### src/rtl/decoder_index_sequencer.sv
// decoder_index_sequencer
// Select generator for the 3-to-8 decoder. Steps a registered 3-bit index
// from 0 to LAST and holds each value for DWELL cycles. It either wraps
// forever (continuous) or finishes after one pass (one-shot). A scan can be
// aborted with stop, and the index can be redirected with load.
//
// Ports:
//   clk, rst          rising-edge clock, synchronous active-high reset
//   start             begin a scan from IDLE (one_shot sampled with it)
//   stop              abort a running scan
//   one_shot          1 = single pass, 0 = continuous
//   load, load_idx    jump request and target (ignored if load_idx > LAST)
//   sel, sel_valid    index to decoder, qualified while a scan drives it
//   busy              scan in progress
//   wrap              1-cycle pulse as a continuous scan returns to 0
//   done              1-cycle pulse as a one-shot scan completes
module decoder_index_sequencer #(
  parameter int DWELL = 4,
  parameter int LAST  = 7
) (
  input  logic       clk,
  input  logic       rst,
  input  logic       start,
  input  logic       stop,
  input  logic       one_shot,
  input  logic       load,
  input  logic [2:0] load_idx,
  output logic [2:0] sel,
  output logic       sel_valid,
  output logic       busy,
  output logic       wrap,
  output logic       done
);

  localparam int CW = (DWELL < 1) ? 1 : $clog2(DWELL + 1);
  localparam logic [CW-1:0] CNT_LAST = CW'(DWELL - 1);
  localparam logic [2:0]    LAST_IDX = 3'(LAST);

  typedef enum logic [1:0] {S_IDLE, S_RUN, S_DONE} state_t;

  state_t        state_q, state_d;
  logic [2:0]    sel_q, sel_d;
  logic          valid_q, valid_d;
  logic          busy_q, busy_d;
  logic          wrap_q, wrap_d;
  logic          done_q, done_d;
  logic          mode_q, mode_d;
  logic [CW-1:0] cnt_q, cnt_d;
  logic          load_ok;

  // Out-of-range jump targets are dropped so sel never exceeds LAST.
  assign load_ok = load && (load_idx <= LAST_IDX);

  always_ff @(posedge clk) begin
    if (rst) begin
      state_q <= S_IDLE;
      sel_q   <= 3'd0;
      valid_q <= 1'b0;
      busy_q  <= 1'b0;
      wrap_q  <= 1'b0;
      done_q  <= 1'b0;
      mode_q  <= 1'b0;
      cnt_q   <= '0;
    end else begin
      state_q <= state_d;
      sel_q   <= sel_d;
      valid_q <= valid_d;
      busy_q  <= busy_d;
      wrap_q  <= wrap_d;
      done_q  <= done_d;
      mode_q  <= mode_d;
      cnt_q   <= cnt_d;
    end
  end

  always_comb begin
    state_d = state_q;
    sel_d   = sel_q;
    valid_d = valid_q;
    busy_d  = busy_q;
    mode_d  = mode_q;
    cnt_d   = cnt_q;
    wrap_d  = 1'b0;
    done_d  = 1'b0;
    case (state_q)
      S_IDLE: begin
        valid_d = 1'b0;
        busy_d  = 1'b0;
        if (start) begin
          state_d = S_RUN;
          mode_d  = one_shot;
          cnt_d   = '0;
          valid_d = 1'b1;
          busy_d  = 1'b1;
          sel_d   = load_ok ? load_idx : 3'd0;
        end
      end
      S_RUN: begin
        if (stop) begin
          state_d = S_IDLE;
          valid_d = 1'b0;
          busy_d  = 1'b0;
        end else if (load_ok) begin
          sel_d = load_idx;
          cnt_d = '0;
        end else if (cnt_q == CNT_LAST) begin
          cnt_d = '0;
          if (sel_q < LAST_IDX) begin
            sel_d = sel_q + 3'd1;
          end else if (!mode_q) begin
            sel_d  = 3'd0;
            wrap_d = 1'b1;
          end else begin
            // One-shot finish: sel stays at LAST for the decoder to see.
            state_d = S_DONE;
            valid_d = 1'b0;
            busy_d  = 1'b0;
            done_d  = 1'b1;
          end
        end else begin
          cnt_d = cnt_q + CW'(1);
        end
      end
      S_DONE: begin
        // done is already showing; start here is deliberately dropped.
        state_d = S_IDLE;
      end
      default: state_d = S_IDLE;
    endcase
  end

  assign sel       = sel_q;
  assign sel_valid = valid_q;
  assign busy      = busy_q;
  assign wrap      = wrap_q;
  assign done      = done_q;

endmodule

### config.mk
export PLATFORM = sky130hd
export DESIGN_NAME = decoder_index_sequencer
export DESIGN_NICKNAME = d
export VERILOG_FILES = /design/src/rtl/decoder_index_sequencer.sv
export SDC_FILE = /design/constraint.sdc
export NUM_CORES = 1
export LEC_CHECK = 0
export CORE_MARGIN = 8
export CORE_UTILIZATION = 45
export DETAILED_ROUTE_END_ITERATION = 8
export PLACE_DENSITY = 0.75
export SYNTH_ARGS = -nofsm -noshare
export SYNTH_HDL_FRONTEND = slang
export SYNTH_SLANG_ARGS = --single-unit
### constraint.sdc
create_clock -name clk -period 4.2 [get_ports clk]
set_input_delay 0.84 -clock clk [delete_from_list [all_inputs] [get_ports clk]]
set_output_delay 0.84 -clock clk [all_outputs]
set_load 0.1 [all_outputs]
Word-level counts from Yosys, hierarchy flattened:

Cells that the tools add are included.

* output and inout bits: 7
* register bits after elaboration: 12

* muxes and demuxes: 29
* bitwise gates (word level): 2
* add/sub/neg operators: 2
* equal/unequal tests: 10
* reduce and logical (&&, ||, !) cells: 9
* $lt $le $gt $ge: 2

Operators with widths (count)
* $mux 3: 11
* $ne 3x3->1 const B: 5
* $reduce_and 5->1: 3
* $mux 2: 6
* $pmux 3 s2: 2
* $mux 1: 8
* $add 3x1->3 const B: 2
* $reduce_or 6->1: 1
* $ne 2x2->1 const B: 2
* $ne 4x4->1 const B: 1
* $pmux 2 s2: 1
* $eq 3x2->1 const B: 1
* $le 3x3->1 const B: 1
* $lt 3x3->1 const B: 1
* $reduce_and 3->1: 1
* $eq 2x1->1 const B: 1
* $logic_not 2->1: 1
* $not 1->1: 2
* $pmux 1 s2: 1
* $reduce_and 2->1: 1
* $reduce_bool 2->1: 1
* $logic_and 1x1->1: 1

Logic depth before layout (Yosys ltp):

Gate-level depths: netlist of the first run.

* depth in word-level cells: 6
* depth in mapped cells: 5

Least setup slack after synthesis of the first run:

No wires, ideal clock.

* path type: register to output
* from: reg busy (netlist name)
* to: out sel_valid
* path slack: 1.986 ns
* stages on the path, launching flop included: 2
* required time: 3.360 ns
* data arrival time: 1.374 ns
* cell sequence: dfxtp_1 -> buf_4

RTL lines
* end, declared: RTL line 29 `output logic sel_valid,`

Final worst setup path of the first run:

* from: reg sel_q[0] (netlist: sel[0])
* to: out sel[0]

RTL lines
* start, declared: RTL line 42 `logic [2:0] sel_q, sel_d;`
* start signal, assigned: RTL line 66 `sel_q <= sel_d;`
* end, declared: RTL line 28 `output logic [2:0] sel,`

No word-level cell between the ends.

==> key figures, run 1 <==
Critical path
  • Slowest stage delay, CP: 1.19 ns
  • Crit path kind: register to output port
  • Critical path data required time: 3.36 ns
  • Worst Path Arrival: 1.92 ns
  • CP Capture Type: output port
  • WP buf/inv: 1
  • Crit start category: register
  • Worst path slowest cell: clkdlybuf4s50_1
  • Worst path cell trace: clkdlybuf4s50_1
  • Critical-path maximum fanout: 7
  • Worst reg2reg setup slack: 2.70 ns
  • R2R Path End: busy$_SDFFE_PP0P_
  • R2R depth: 5
  • Worst reg2reg startpoint: cnt_q[0]$_SDFFE_PP0P_
  • Top Family by Delay on Critical Path: buffers and inverters

Yosys
  • Post-synth cell types: 34
  • Post-Syn Area: 621 um^2
  • Xor/xnor cell area share of the yosys netlist: 0
  • Syn avg cell area: 9.26 um^2
  • Mux cell area share after synthesis: 0.0161
  • Top cells by area, synth: dfxtp_1, a21oi_1, ha_1
  • Synth Area in Adders: 0.0403
  • Post-synth ARST share: 0
  • Warnings from Yosys: 0
  • Synth Area in Compound Gates: 0.204
  • Cell taking the most area after synthesis: dfxtp_1
  • Ys flop type: dfxtp_1
  • Yosys top cell area share: 0.387
  • Simple-gate share of the synthesized area: 0.298
  • Mapped Nets: 78
  • Post-synthesis sequential area ratio: 0.387
  • Synth Register Bits: 12
  • Largest family of logic cells by synthesized area: simple AND/OR/NAND/NOR gates
  • Post-synth EDFFs: 0
  • Synth Instances: 67

Placed design
  • Final Wtd Congestion: 0.716
  • # port buffers: 15
  • Dpl hpwl: 1.07 mm

Finish
  • Antenna cells: 0
  • Area Overhead vs Synth: 28.8%
  • Share of layout cells above drive strength 1: 0.145
  • Post-layout nets: 95
  • Final Util: 0.614
  • Filler cells: 121

Run
  • Max-capacitance violation count: 0

Power and ir drop
  • Sw Pwr: 0.0877 mW
  • Sequential share of power: 0.440
  • Comb power frac: 0.229
  • Pleak: 0.302 nW
  • Maximum vdd drop: 0.200 mV
  • Sw Share: 0.312
  • Pwr Density: 351 mW/mm^2
  • Clock power frac: 0.331
  • Internal Power: 0.193 mW

CTS
  • Post-CTS Hold Fix Bufs: 0
  • # resized after CTS: 0
  • CTS root buf: clkbuf_4
  • CTS Sinks: 12
  • Post-CTS setup buffers: 0
  • Worst skew pair latency: 0.28 ns
  • Max clock buf depth: 2
  • Clock transition at path regs: 0.08 ns
  • CTS H-tree lvls: 1
  • CTS tree: built
  • CTS Buf Count: 3

Global routing
  • Number of global-route vias before repair: 508
  • First-pass GRT wire length: 2.21 mm
  • Largest net degree at the start of global routing: 11
  • Antenna violations before repair: 0
  • GRT Total Usage: 0.106
  • Total global routing overflow: 0

Drt
  • DRT Wirelength: 1.43 mm
  • DRC viols: 0
  • First-pass DRT Iterations: 4
  • ANT nets after route: 0
  • Vias: 572
  • Avg WL per Cell: 14.6 um
  • Vias per inst: 5.84
  • DR iter-0 viols: 14

STA
  • Hold slack final: 0.470 ns
  • Max-slew violation count: 0
  • Total negative slack: 0 ns
  • Hold Fails Final Rpt: 0
  • Endpoints failing setup: 0
  • RSZ-0062 raised after global routing: false
  • Worst clock skew: 0.00649 ns
  • Worst slew margin: 0.334
  • Final Cycle Share: 0.656
  • Fmax: 0.363 GHz
  • Slew at the pin closest to its max-slew limit: 0.996 ns
  • Min cycle time layout: 2.76 ns

Hold path
  • Hold endpoint: cnt_q[1]$_SDFFE_PP0P_
  • HP Class: register to register
  • HP Start: cnt_q[1]$_SDFFE_PP0P_
  • Hold Crit Depth: 2

Floorplan
  • Die width: 53.1 um
  • Initial core utilization: 0.477
  • Core Region: 0.00130 mm^2
  • DIE HEIGHT: 53.1 um
  • I/O pins: 16
  • Die ar.: 0.00282 mm^2
  • Standard-cell rows: 13

Outcome
  • Outcome: finished, final reports clean
## cell type report
| cell class | instances | area [um^2] | share of cell area |
|---|---|---|---|
| clock buffer | 4 | 36.3 | 0.0454 |
| inverter | 2 | 7.51 | 0.00939 |
| multi-input combinational | 50 | 347 | 0.433 |
| sequential | 12 | 240 | 0.300 |
| tap | 15 | 18.8 | 0.0235 |
| timing repair buffer | 15 | 150 | 0.188 |
## registers in the layout, indices dropped and copies added, names as in the netlist
register,flops
cnt_q,3
mode_q,1
wrap,1
busy,1
sel,3
state_q,2
done,1
## metal layers
layer	wire [um]	GRT usage	up-vias
met3	69	0.0420	5
met1	626	0.115	267
met2	709	0.168	16
met5	0	0	-
li1	-	-	284
met4	26	0.0630	0
## cells in the final DEF, fill, tap and decap left out, drive strengths merged, types with 2 or more instances in the layout
| cell type | n |
|---|---|
| a21oi | 6 |
| and3 | 3 |
| clkbuf | 4 |
| clkdlybuf4s50 | 15 |
| dfxtp | 12 |
| ha | 2 |
| inv | 2 |
| nand2 | 4 |
| nand3 | 3 |
| nor2 | 4 |
| nor3 | 4 |
| nor4 | 2 |
| o21ai | 3 |
| or2b | 2 |
## through the flow
step | worst slack [ns] | instances | cell area (um^2) | power, mW
4_1_cts | 1.44 | 98 | 800 | 0.283
6_report | 1.44 | 98 | 800 | 0.281
5_1_grt | 1.41 | 98 | 800 | 0.292
3_5_place_dp | 1.75 | 94 | 763 | 0.190
3_3_place_gp | 1.80 | 94 | 763 | 0.190
2_1_floorplan | 1.99 | 67 | 621 | 0.171
## cell usage after synthesis, types with 2 or more instances
library cell	n
inv_1	2
and3_1	3
nor3_1	4
o21ai_0	2
nor4_1	2
nand2_1	4
a21oi_1	5
dfxtp_1	12
nand3_1	3
nor2_1	4
ha_1	2
buf_4	2
## power groups by stage
stage | Combinational (mW) | Sequential (mW) | Clock, mW
global route | 0.0677 | 0.124 | 0.0998
floorplan | 0.0247 | 0.146 | 0
detailed placement | 0.0639 | 0.126 | 0
finish | 0.0644 | 0.124 | 0.0930
CTS | 0.0643 | 0.123 | 0.0949
global placement | 0.0641 | 0.126 | 0
## logic make-up (layout without fill, tap and decap cells)
group	Yosys count	in the layout
buf+inv	5	21
simple gates	30	30
fa+ha+maj	2	2
flops	12	12
mux	1	1
compound gates	17	17
## how the worst max path moves through the flow
stage                   startpoint         to  slack, ns  cells after the start
2_1_floorplan    busy$_SDFFE_PP0P_  sel_valid       1.99                      1
3_3_place_gp   sel[0]$_SDFFE_PP0P_     sel[0]       1.80                      1
3_5_place_dp   sel[0]$_SDFFE_PP0P_     sel[0]       1.75                      1
4_1_cts        sel[0]$_SDFFE_PP0P_     sel[0]       1.44                      1
5_1_grt        sel[0]$_SDFFE_PP0P_     sel[0]       1.41                      1
6_report       sel[0]$_SDFFE_PP0P_     sel[0]       1.44                      1
(Power assumes the default switching activity.)
==> run 2, diff against run 1 <==
==> constraint.sdc (replaced) <==
create_clock -name clk -period 2.85 [get_ports clk]
set_input_delay 0.57 -clock clk [delete_from_list [all_inputs] [get_ports clk]]
set_output_delay 0.57 -clock clk [all_outputs]
set_load 0.1 [all_outputs]
==> run 2 against run 1 <==
Hold slack got worse by 0.0022 ns. Setup slack lost 0.37 ns. First-iteration DRC count increased by 7.1%. Utilization decreased by 1.3 points. Design area fell by 2.2%. Critical path depth is 4 higher. Combinational power increased by 43%.
==> key figures, run 2 (same netlist as run 1, synthesis figures left out) <==
Outcome
  • Outcome: finished, final reports clean (unchanged)

Floorplan
  • Die width: 53.1 um (unchanged)
  • Initial core utilization: 0.477 (unchanged)
  • Die ar.: 0.00282 mm^2 (unchanged)
  • Core Region: 0.00130 mm^2 (unchanged)
  • Standard-cell rows: 13 (unchanged)
  • I/O pins: 16 (unchanged)
  • DIE HEIGHT: 53.1 um (unchanged)

STA
  • Final Cycle Share: 0.623
  • Worst clock skew: 0.00455 ns (was 0.00649 ns)
  • Max-slew violation count: 0 (unchanged)
  • Endpoints failing setup: 0 (unchanged)
  • Slew at the pin closest to its max-slew limit: 0.396 ns (was 0.996 ns)
  • Hold Fails Final Rpt: 0 (unchanged)
  • Fmax: 0.563 GHz
  • Min cycle time layout: 1.77 ns
  • Worst slew margin: 0.735 (was 0.334)
  • Total negative slack: 0 ns (unchanged)
  • RSZ-0062 raised after global routing: false (unchanged)
  • Final worst setup slack: 1.08 ns (was 1.44 ns)

Critical path
  • Worst reg2reg startpoint: cnt_q[0]$_SDFFE_PP0P_ (unchanged)
  • CP Capture Type: register (was output port)
  • WP buf/inv: 1 (unchanged)
  • Slowest stage delay, CP: 0.55 ns (was 1.19 ns)
  • Critical-path maximum fanout: 7 (unchanged)
  • R2R Path End: busy$_SDFFE_PP0P_ (unchanged)
  • Top Family by Delay on Critical Path: simple AND/OR/NAND/NOR gates (was buffers and inverters)
  • Worst reg2reg setup slack: 1.31 ns (was 2.70 ns)
  • Critical path data required time: 3.05 ns (was 3.36 ns)
  • Worst setup path startpoint: load (was sel[0]$_SDFFE_PP0P_)
  • Crit path kind: input pin to register (was register to output port)
  • Stages on the worst setup path: 5 (was 1)
  • R2R depth: 5 (unchanged)
  • Worst path slowest cell: clkdlybuf4s50_1 (unchanged)
  • Crit start category: input pin (was register)
  • CP Capture Point: sel[2]$_SDFFE_PP0P_ (was sel[0])
  • Worst Path Arrival: 1.98 ns (was 1.92 ns)
  • Worst path cell trace: clkdlybuf4s50_1 -> or3b_4 -> nor2_1 -> nand4b_1 -> a41oi_2 (was clkdlybuf4s50_1)

CTS
  • Post-CTS Hold Fix Bufs: 0 (unchanged)
  • Post-CTS setup buffers: 0 (unchanged)
  • Worst skew pair latency: 0.28 ns (about the same)
  • CTS tree: built (unchanged)
  • Max clock buf depth: 2 (unchanged)
  • CTS root buf: clkbuf_4 (unchanged)
  • Clock transition at path regs: 0.07 ns (was 0.08 ns)
  • CTS Sinks: 12 (unchanged)
  • CTS H-tree lvls: 1 (unchanged)
  • # resized after CTS: 0 (unchanged)
  • CTS Buf Count: 3 (unchanged)

Finish
  • Area Overhead vs Synth: 26.0% (was 28.8%)
  • Commonest cells after routing, fill and taps aside: dfxtp_1, clkdlybuf4s50_1, buf_4 (was clkdlybuf4s50_1, dfxtp_1, a21oi_1)
  • Storage cell area: 240 um^2 (unchanged)
  • Antenna cells: 0 (unchanged)
  • Multi-input gate area: 347 um^2 (unchanged)
  • Post-layout nets: 95 (unchanged)
  • Share of layout cells above drive strength 1: 0.229 (was 0.145)
  • Post-layout instance area: 782 um^2 (was 800 um^2)
  • Commonest non-fill, non-tap cell in the layout: dfxtp_1 (was clkdlybuf4s50_1)
  • Final std cells w/o fill: 98 (unchanged)
  • Filler cells: 122 (was 121)

Global routing
  • GRT Total Usage: 0.107 (was 0.106)
  • Number of global-route vias before repair: 500 (was 508)
  • First-pass GRT wire length: 2.27 mm (was 2.21 mm)
  • Largest net degree at the start of global routing: 11 (unchanged)
  • Total global routing overflow: 0 (unchanged)
  • Antenna violations before repair: 0 (unchanged)

Hold path
  • HP Class: register to register (unchanged)

Placed design
  • # port buffers: 15 (unchanged)
  • Final Wtd Congestion: 0.827 (was 0.716)
  • Placed cells: 94 (unchanged)
  • Dpl hpwl: 1.10 mm (was 1.07 mm)
  • Dpl ws: 0.807 ns (was 1.75 ns)
  • Area after DPL: 746 um^2 (was 763 um^2)

Run
  • Max-capacitance violation count: 0 (unchanged)

Drt
  • Vias per inst: 5.47 (was 5.84)
  • DRT Wirelength: 1.40 mm (was 1.43 mm)
  • Vias: 536 (was 572)
  • DR iter-0 viols: 15 (was 14)
  • Avg WL per Cell: 14.3 um (was 14.6 um)
  • First-pass DRT Iterations: 3 (was 4)
  • DRC viols: 0 (unchanged)
  • ANT nets after route: 0 (unchanged)

Power and ir drop
  • Maximum vdd drop: 0.286 mV (was 0.200 mV)
  • Pwr Density: 525 mW/mm^2 (was 351 mW/mm^2)
  • Pleak: 0.315 nW (was 0.302 nW)
## run 2: cell count changes in the layout (fill, tap and decap cells not counted)
| cell | previous run | this run |
|---|---|---|
| clkdlybuf4s50_1 | 15 | 8 |
| buf_4 | 0 | 7 |
## run 2: metal layers
metal  vias up  track usage  wire [um]
met5         -            0          0
met4         0       0.0252          0
met3         0       0.0504         69
met2         8        0.160        676
met1       246        0.134        654
li1        282            -          -
## run 2: worst reg2reg max path, stage by stage (launching register included)
cell and delay [ns]:
dfxtp_1 0.36, ha_1 0.19, or2b_2 0.35, nor4_1 0.27, o21a_1 0.18, a211oi_1 0.07
## run 2: worst min path at each step
| stage | startpoint | cells after the start | slack, ns | end |
|---|---|---|---|---|
| final | cnt_q[1]$_SDFFE_PP0P_ | 2 | 0.47 | cnt_q[1]$_SDFFE_PP0P_ |
| after global routing | cnt_q[1]$_SDFFE_PP0P_ | 2 | 0.48 | cnt_q[1]$_SDFFE_PP0P_ |
| after CTS | cnt_q[1]$_SDFFE_PP0P_ | 2 | 0.47 | cnt_q[1]$_SDFFE_PP0P_ |
| after detailed placement | cnt_q[1]$_SDFFE_PP0P_ | 2 | 0.46 | cnt_q[1]$_SDFFE_PP0P_ |
| after global placement | cnt_q[1]$_SDFFE_PP0P_ | 2 | 0.44 | cnt_q[1]$_SDFFE_PP0P_ |
| after floorplan | cnt_q[1]$_SDFFE_PP0P_ | 2 | 0.44 | cnt_q[1]$_SDFFE_PP0P_ |
## run 2: power by group
part | switching, mW | internal, mW | total [mW]
registers | 0.00822 | 0.174 | 0.182
logic | 0.0612 | 0.0308 | 0.0920
clock network | 0.0584 | 0.0778 | 0.136
## run 2: metrics by stage
step                hold WS [ns]  utilization  power [mW]
finish                     0.468        0.601       0.411
global route               0.483        0.601       0.426
CTS                        0.469        0.601       0.415
detailed placement         0.458        0.573       0.278
global placement           0.443        0.573       0.278
floorplan                  0.435            -       0.252
## run 2: area by class of cell
cell class / count / area share
Clock buffer: 4 / 0.0464
Inverter: 2 / 0.00960
Multi-Input combinational cell: 50 / 0.443
Sequential cell: 12 / 0.307
Tap cell: 15 / 0.0240
Timing Repair Buffer: 15 / 0.170
